==> src/rtl/spi_arbiter.sv <==
// rtl/spi_arbiter.sv - round-robin arbiter/sequencer sharing one spi master between NUM_REQ requesters
module spi_arbiter #(
  parameter int DATA_BITS = 8,
  parameter int NUM_REQ   = 4,
  parameter int TIMEOUT   = 1024
) (
  input  logic                         clk,
  input  logic                         n_rst,
  input  logic [NUM_REQ-1:0]           req,
  input  logic [NUM_REQ*DATA_BITS-1:0] req_data,
  output logic [NUM_REQ-1:0]           gnt,
  output logic [NUM_REQ-1:0]           rsp_valid,
  output logic [DATA_BITS-1:0]         rsp_data,
  output logic                         rsp_err,
  output logic                         busy,
  output logic                         spi_enable,
  output logic [DATA_BITS-1:0]         spi_wdata,
  input  logic                         spi_ready,
  input  logic                         spi_valid,
  input  logic [DATA_BITS-1:0]         spi_rdata
);

  localparam int PW = $clog2(NUM_REQ);
  localparam int CW = $clog2(TIMEOUT);

  typedef enum logic [1:0] {ST_IDLE, ST_LAUNCH, ST_WAIT} state_t;

  state_t          state;
  logic [PW-1:0]   ptr;
  logic [PW-1:0]   owner;
  logic [CW-1:0]   cnt;

  logic            win_found;
  logic [PW-1:0]   win_idx;
  logic [PW-1:0]   ptr_next;
  logic [PW:0]     cand;

  // Scan ptr, ptr+1, ... with wrap; one extra bit keeps ptr+i from overflowing.
  always_comb begin
    win_found = 1'b0;
    win_idx   = '0;
    cand      = '0;
    for (int i = 0; i < NUM_REQ; i++) begin
      cand = {1'b0, ptr} + (PW+1)'(i);
      if (cand >= (PW+1)'(NUM_REQ))
        cand = cand - (PW+1)'(NUM_REQ);
      if (!win_found && req[cand[PW-1:0]]) begin
        win_found = 1'b1;
        win_idx   = cand[PW-1:0];
      end
    end
  end

  always_comb begin
    ptr_next = '0;
    if (win_idx != PW'(NUM_REQ - 1))
      ptr_next = win_idx + 1'b1;
  end

  always_ff @(posedge clk or negedge n_rst) begin
    if (!n_rst) begin
      state      <= ST_IDLE;
      ptr        <= '0;
      owner      <= '0;
      cnt        <= '0;
      gnt        <= '0;
      rsp_valid  <= '0;
      rsp_data   <= '0;
      rsp_err    <= 1'b0;
      busy       <= 1'b0;
      spi_enable <= 1'b0;
      spi_wdata  <= '0;
    end else begin
      gnt        <= '0;
      rsp_valid  <= '0;
      spi_enable <= 1'b0;
      case (state)
        ST_IDLE: begin
          if (win_found && spi_ready) begin
            state      <= ST_LAUNCH;
            owner      <= win_idx;
            ptr        <= ptr_next;
            spi_wdata  <= req_data[win_idx*DATA_BITS +: DATA_BITS];
            gnt        <= {{(NUM_REQ-1){1'b0}}, 1'b1} << win_idx;
            spi_enable <= 1'b1;
            busy       <= 1'b1;
          end
        end
        ST_LAUNCH: begin
          state <= ST_WAIT;
          cnt   <= '0;
        end
        ST_WAIT: begin
          // A completion in the final watchdog cycle still counts as success.
          if (spi_valid) begin
            state     <= ST_IDLE;
            rsp_data  <= spi_rdata;
            rsp_err   <= 1'b0;
            rsp_valid <= {{(NUM_REQ-1){1'b0}}, 1'b1} << owner;
            busy      <= 1'b0;
          end else if (cnt == CW'(TIMEOUT - 1)) begin
            state     <= ST_IDLE;
            rsp_data  <= '0;
            rsp_err   <= 1'b1;
            rsp_valid <= {{(NUM_REQ-1){1'b0}}, 1'b1} << owner;
            busy      <= 1'b0;
          end else begin
            cnt <= cnt + 1'b1;
          end
        end
        default: state <= ST_IDLE;
      endcase
    end
  end

endmodule

==> config.mk <==
export PLATFORM = sky130hd
export DESIGN_NAME = spi_arbiter
export DESIGN_NICKNAME = d
export VERILOG_FILES = /design/src/rtl/spi_arbiter.sv
export SDC_FILE = /design/constraint.sdc
export NUM_CORES = 1
export LEC_CHECK = 0
export CORE_MARGIN = 5
export CORE_UTILIZATION = 45
export CTS_CLUSTER_SIZE = 14
export DETAILED_ROUTE_END_ITERATION = 7
export PLACE_DENSITY = 0.84
export SLEW_MARGIN = 20
export SYNTH_ARGS = -nofsm -noshare
export SYNTH_HDL_FRONTEND = slang
export SYNTH_SLANG_ARGS = --single-unit
==> constraint.sdc <==
create_clock -name clk -period 2 [get_ports clk]
set_clock_uncertainty 0.05 [all_clocks]
set_input_delay 0.6 -clock clk [delete_from_list [all_inputs] [get_ports clk]]
set_output_delay 0.6 -clock clk [all_outputs]
set_load 0.05 [all_outputs]
# Word-level counts from Yosys, hierarchy flattened
# Cells that the tools add are included.
[word_totals]
register_bits = 43
inputBits = 48
[op_classes]
n_eq_ne = 8
reduce_logical = 16
magnitude_cmp = 8
n_addsub = 9
muxes = 43
shift = 3
[ops]
columns = ["operator", "count"]
rows = [
  ["32-bit by 6-bit variable part select with 8-bit output", 1],
  ["2-bit two-way mux", 12],
  ["10-bit two-way mux", 2],
  ["4-bit two-way mux", 5],
  ["10-bit case mux with 2 select lines", 1],
  ["8-bit two-way mux", 2],
  ["1-bit two-way mux", 15],
  ["2-bit by 3-bit less-than comparator with 1-bit output, second input constant", 4],
  ["10-bit by 1-bit adder with 10-bit output, second input constant", 1],
  ["10-bit == test, second input constant", 1],
  ["3-bit >= comparator, second input constant", 3],
  ["1-bit binary-select mux with 2-bit select", 4],
  ["2-bit inequality test, second input constant", 4],
  ["1-bit by 2-bit << shifter with 4-bit output, first input constant", 2],
  ["2-bit by 1-bit subtractor with 2-bit output, second input constant", 4],
  ["2-bit by 2-bit adder with 3-bit output, second input constant", 2],
  ["2-bit case mux with 3 select lines", 1],
  ["2-bit AND reduction", 3],
  ["3-bit AND reduction", 2],
  ["2-bit nonzero test", 3],
  ["1-bit logical AND", 4],
  ["2-bit by 1-bit adder with 3-bit output, second input constant", 1],
  ["2-bit by 3-bit >= comparator with 1-bit output, second input constant", 1],
  ["1-bit logical NOT", 3],
  ["6 further kinds", 6],
]

# Depth between registers and ports, before layout
[logic_depth]
depth_word = 17
depth_mapped = 8
mapped_depth_nobuf = 6

# Worst setup path before layout
# OpenSTA, ideal clock, no wires.
[synth_path]
path_kind = "input-to-reg"
start = "input port req[1]"
end = "register ptr[1]"
required_ns = 1.833
path_buffers = 2
arrival_time_ns = 1.733
setup_ns = 0.117
path_stages = 8
slack_ns = 0.101
cell_sequence = "a21bo_2 a221o_1 buf_6 buf_12 inv_1 ha_1 nand2_1 nand2_1"
[synth_via]
elab_chain_len = 14
elab_cells_between_ends = 27
cone_classes = "add/sub: 1; eq/ne: 1; mux: 17; reduce/logical: 8"
[synth_lines]
columns = ["item", "line", "rtl"]
rows = [
  ["start: declaration", "9", "input logic [NUM_REQ-1:0] req,"],
  ["1-bit binary-select mux with 2-bit select", "47", "if (!win_found && req[cand[PW-1:0]]) begin"],
  ["1-bit two-way mux (implied by the code)", "47", ""],
  ["1-bit two-way mux", "47", ""],
  ["1-bit logical NOT", "47", ""],
  ["1-bit logical AND", "47", ""],
  ["1-bit two-way mux", "47", ""],
  ["1-bit logical NOT", "47", ""],
  ["1-bit logical AND", "47", ""],
  ["1-bit two-way mux", "47", ""],
  ["1-bit logical NOT", "47", ""],
  ["1-bit logical AND", "47", ""],
  ["2-bit two-way mux (*)", "47", ""],
  ["2-bit by 1-bit adder with 2-bit output / 2-bit inequality test (equally long branches)", "57, 56", ""],
  ["2-bit two-way mux (*)", "56", "if (win_idx != PW'(NUM_REQ - 1))"],
  ["net ptr_next[1]", "35", "logic [PW-1:0] ptr_next;"],
  ["end signal: assignment", "82", "ptr <= ptr_next;"],
  ["end: declaration", "29", "logic [PW-1:0] ptr;"],
]
# Mark *: on every way through the listed nets, which the timed path passes. The rest lies on a longest branch. The select of a mux whose other input is x is not followed.
# A chain may end at the register's enable or synchronous reset.

# Final worst setup path
[layout_path]
start = "input port req[1]"
end = "register spi_wdata[6]"
[layout_via]
elab_chain_len = 14
elab_cells_between_ends = 25
cone_classes = "shift: 1; mux: 16; reduce/logical: 8"
[layout_lines]
columns = ["item", "line", "rtl"]
rows = [
  ["branches (longest 14 deep; another with 1-bit binary-select mux with 2-bit select)", "--", ""],
  ["end signal: assignment", "83", "spi_wdata <= req_data[win_idx*DATA_BITS +: DATA_BITS];"],
  ["end: declaration", "17", "output logic [DATA_BITS-1:0] spi_wdata,"],
]
# Several ways; the timed one is not identified. The select of a mux whose other input is x is not followed.

==> qor.txt <==
status: finished, final reports clean
post-synthesis simple-gate area fraction: 17.1%
CTS tree: yes
Root Buffer: clkbuf_8
pwr dens: 1310 nW/um2
first-pass GRT wire length: 8.83 mm
IO Pins: 75
top post-synthesis cells by area: dfrtp_1 (50%), mux2i_1 (7.9%), nand2_1 (3.5%)
post-layout util: 68.7%
Mean Syn Cell Area: 11.0 um2
CP Launch Type: input port
Multi-input gate area: 1040 um2
Clock Sink Count: 43
DRC violations left: 0
CP max stage delay: 0.43 ns
detailed-route via count: 1,935
Worst VDD drop: 0.000704 V
initial antenna violation count: 0
Die Footprint: 6240 um2
fill count: 340
synth warn: 0
Cells after Synth: 195
Synth cell types: 42
clk_lat worst skew: 0.30 ns
clk slew on worst S/H paths: 0.09 ns
Seq/Total Area, Yosys: 50.2%
leading area contributor after synthesis: dfrtp_1
number of flops mapped to enable cells by yosys: 0
Layout Area Growth over Synthesis: 49.5%
placed cells: 335
port bufs: 74
post-synthesis register bit count: 43
Syn Std Cell Area: 2140 um2
Synth top cells by count: dfrtp_1 (43), nand2_1 (20), mux2i_1 (17), a21oi_1 (9)
CORE AREA: 4660 um2
# hold bufs at CTS: 0
placed wire-length estimate: 4.06 mm
fin crit period: 1.96 ns
Post-Synth Adder-Cell Area: 1.75%
largest net degree at the start of global routing: 24
Sequential Area: 1080 um2
gpl congestion: 0.818
row count: 25
max-slew violation count: 0
final period utilization: 98.1%
Vias/cell: 5.59
share of cells above drive strength 1: 25.3%
die height: 79.0 um
total gr overflow: 0
routed len/inst: 16.1 um
final hold vios: 0
Die Span X: 79.0 um
slew margin rel.: 66.1%
final setup fails: 0
DRT Wirelength: 5.59 mm
Iteration-0 DRC Markers: 66
max-cap violation count: 0
Max Buffers Root-to-Sink: 2
vias in the first global route: 1,939
Slew @ Worst Pin: 0.508 ns
total global-route track usage: 17.8%
Crit. End Element: flip-flop
Synth Net Count: 246
Crit Path Class: input port to flip-flop
Synth Area in XOR/XNOR: 0%
Final ANT Viol Nets: 0
Starting Density: 46.0%
leakage: 1.50 nW
Synth Flop Type: dfrtp_1
mux contribution to synthesized area: 7.94%
type of the tightest min-delay check: input port to async pin
Compound-Gate Fraction of Synth Area: 18.5%
slowest cell on the critical path: a221o_2
fmax: 0.509 GHz
H-tree depth: 2
cell with the most instances after synthesis: dfrtp_1
flop2flop setup slack: 0.07 ns
fin nets: 342
WP data arrival: 2.08 ns
Crit path required time: 2.12 ns
number of buffers created by CTS: 5
area share of the largest cell type after synthesis: 50.2%
drt first pass iters: 4
antenna cell count: 0
filler-free cell count of the finished design: 346
Crit Path Max Fanout: 8
crit-path cells: dlygate4sd2_1 > a21bo_2 > a221o_2 > buf_12 > mux2i_2 > o221ai_1
largest family of logic cells by synthesized area: compound AO/OA/AOI/OAI gates
ys async rst share: 100%
==> worst paths after layout <==
path / startpoint / endpoint / cells past startpoint
max: req[1] / spi_wdata[6]$_DFFE_PN0P_ / 6
min: n_rst / rsp_valid[1]$_DFF_PN0_ / 1
max reg2reg: state[1]$_DFFE_PN0P_ / spi_wdata[5]$_DFFE_PN0P_ / 5
min reg2reg: spi_wdata[0]$_DFFE_PN0P_ / spi_wdata[0]$_DFFE_PN0P_ / 2
max in group asynchronous: n_rst / cnt[1]$_DFFE_PN0P_ / 2
min in group clk: spi_wdata[0]$_DFFE_PN0P_ / spi_wdata[0]$_DFFE_PN0P_ / 2
==> area by class of cell <==
type	count	share of cell area, %
Sequential cell	43	33.6
Clock inverter	3	1.37
Clock buffer	5	2.15
Timing Repair Buffer	96	27.4
Multi-Input combinational cell	137	32.4
Inverter	8	0.938
Tap cell	54	2.11
==> layout by cell type (no fill, tap or decap), drive strengths merged, types with 3 or more instances in the layout <==
cell type / instances
buf: 49
mux2i: 17
and2: 3
nand3: 5
o31ai: 4
dlygate4sd2: 3
nor2: 8
nand2: 20
dfrtp: 43
a21o: 3
nor2b: 3
o311ai: 3
ha: 3
clkbuf: 6
a22o: 8
nor3b: 5
nor3: 3
clkdlybuf4s50: 41
o221ai: 8
or3: 5
inv: 8
a21oi: 9
nand2b: 7
o21ai: 6
==> report_power, final <==
part           total [mW]  switching (mW)  internal (mW)
clock               0.674           0.303          0.372
combinational        2.15            1.30          0.854
sequential           1.37           0.238           1.14
==> stage by stage <==
stage	total power [mW]	hold WS [ns]	setup slack (ns)	TNS [ns]	cell area, um2
after floorplan	2.73	0.254	0.101	0	2140
after global placement	3.36	0.424	-0.370	-6.74	2990
after detailed placement	3.41	0.425	-0.434	-7.89	2990
after CTS	4.13	0.230	0.0174	0	3130
after global routing	4.44	0.240	-0.0246	-0.0246	3200
final	4.20	0.216	0.0371	0	3200
==> cells by family (layout without fill, tap and decap cells) <==
group / Yosys count / count (layout)
AO/OA/AOI/OAI: 50 / 51
buffers and inverters: 16 / 112
adder cells (fa/ha/maj): 3 / 3
multiplexers: 17 / 17
AND/OR/NAND/NOR: 66 / 66
flip-flops: 43 / 43
==> flip-flops by register name, indices dropped and copies added (netlist names) <==
register / count
busy: 1
ptr: 2
rsp_valid: 4
owner: 2
rsp_err: 1
cnt: 10
spi_enable: 1
rsp_data: 8
spi_wdata: 8
state: 2
gnt: 4
==> worst max-delay path, delay by kind of cell <==
kind / cells / cell delay, ns
buf+inv: 2 / 0.47
mux: 1 / 0.20
compound gates: 3 / 0.81
==> what timing repair did <==
action / 4_1_cts / 5_1_grt
gates resized for setup: 9 / 8
setup endpoints to repair: 13 / 12
gates cloned: 0 / 2
buffers inserted: 0 / 1
pin swaps: 0 / 5
==> routing by layer <==
metal	part of all wire, %	up-vias	track usage, %
met5	0	-	0
met4	1.2	0	4.12
met3	9.3	11	7.94
met2	51	71	30.1
met1	39	933	20.9
li1	-	920	-
Power figures use the tool's default switching activity.
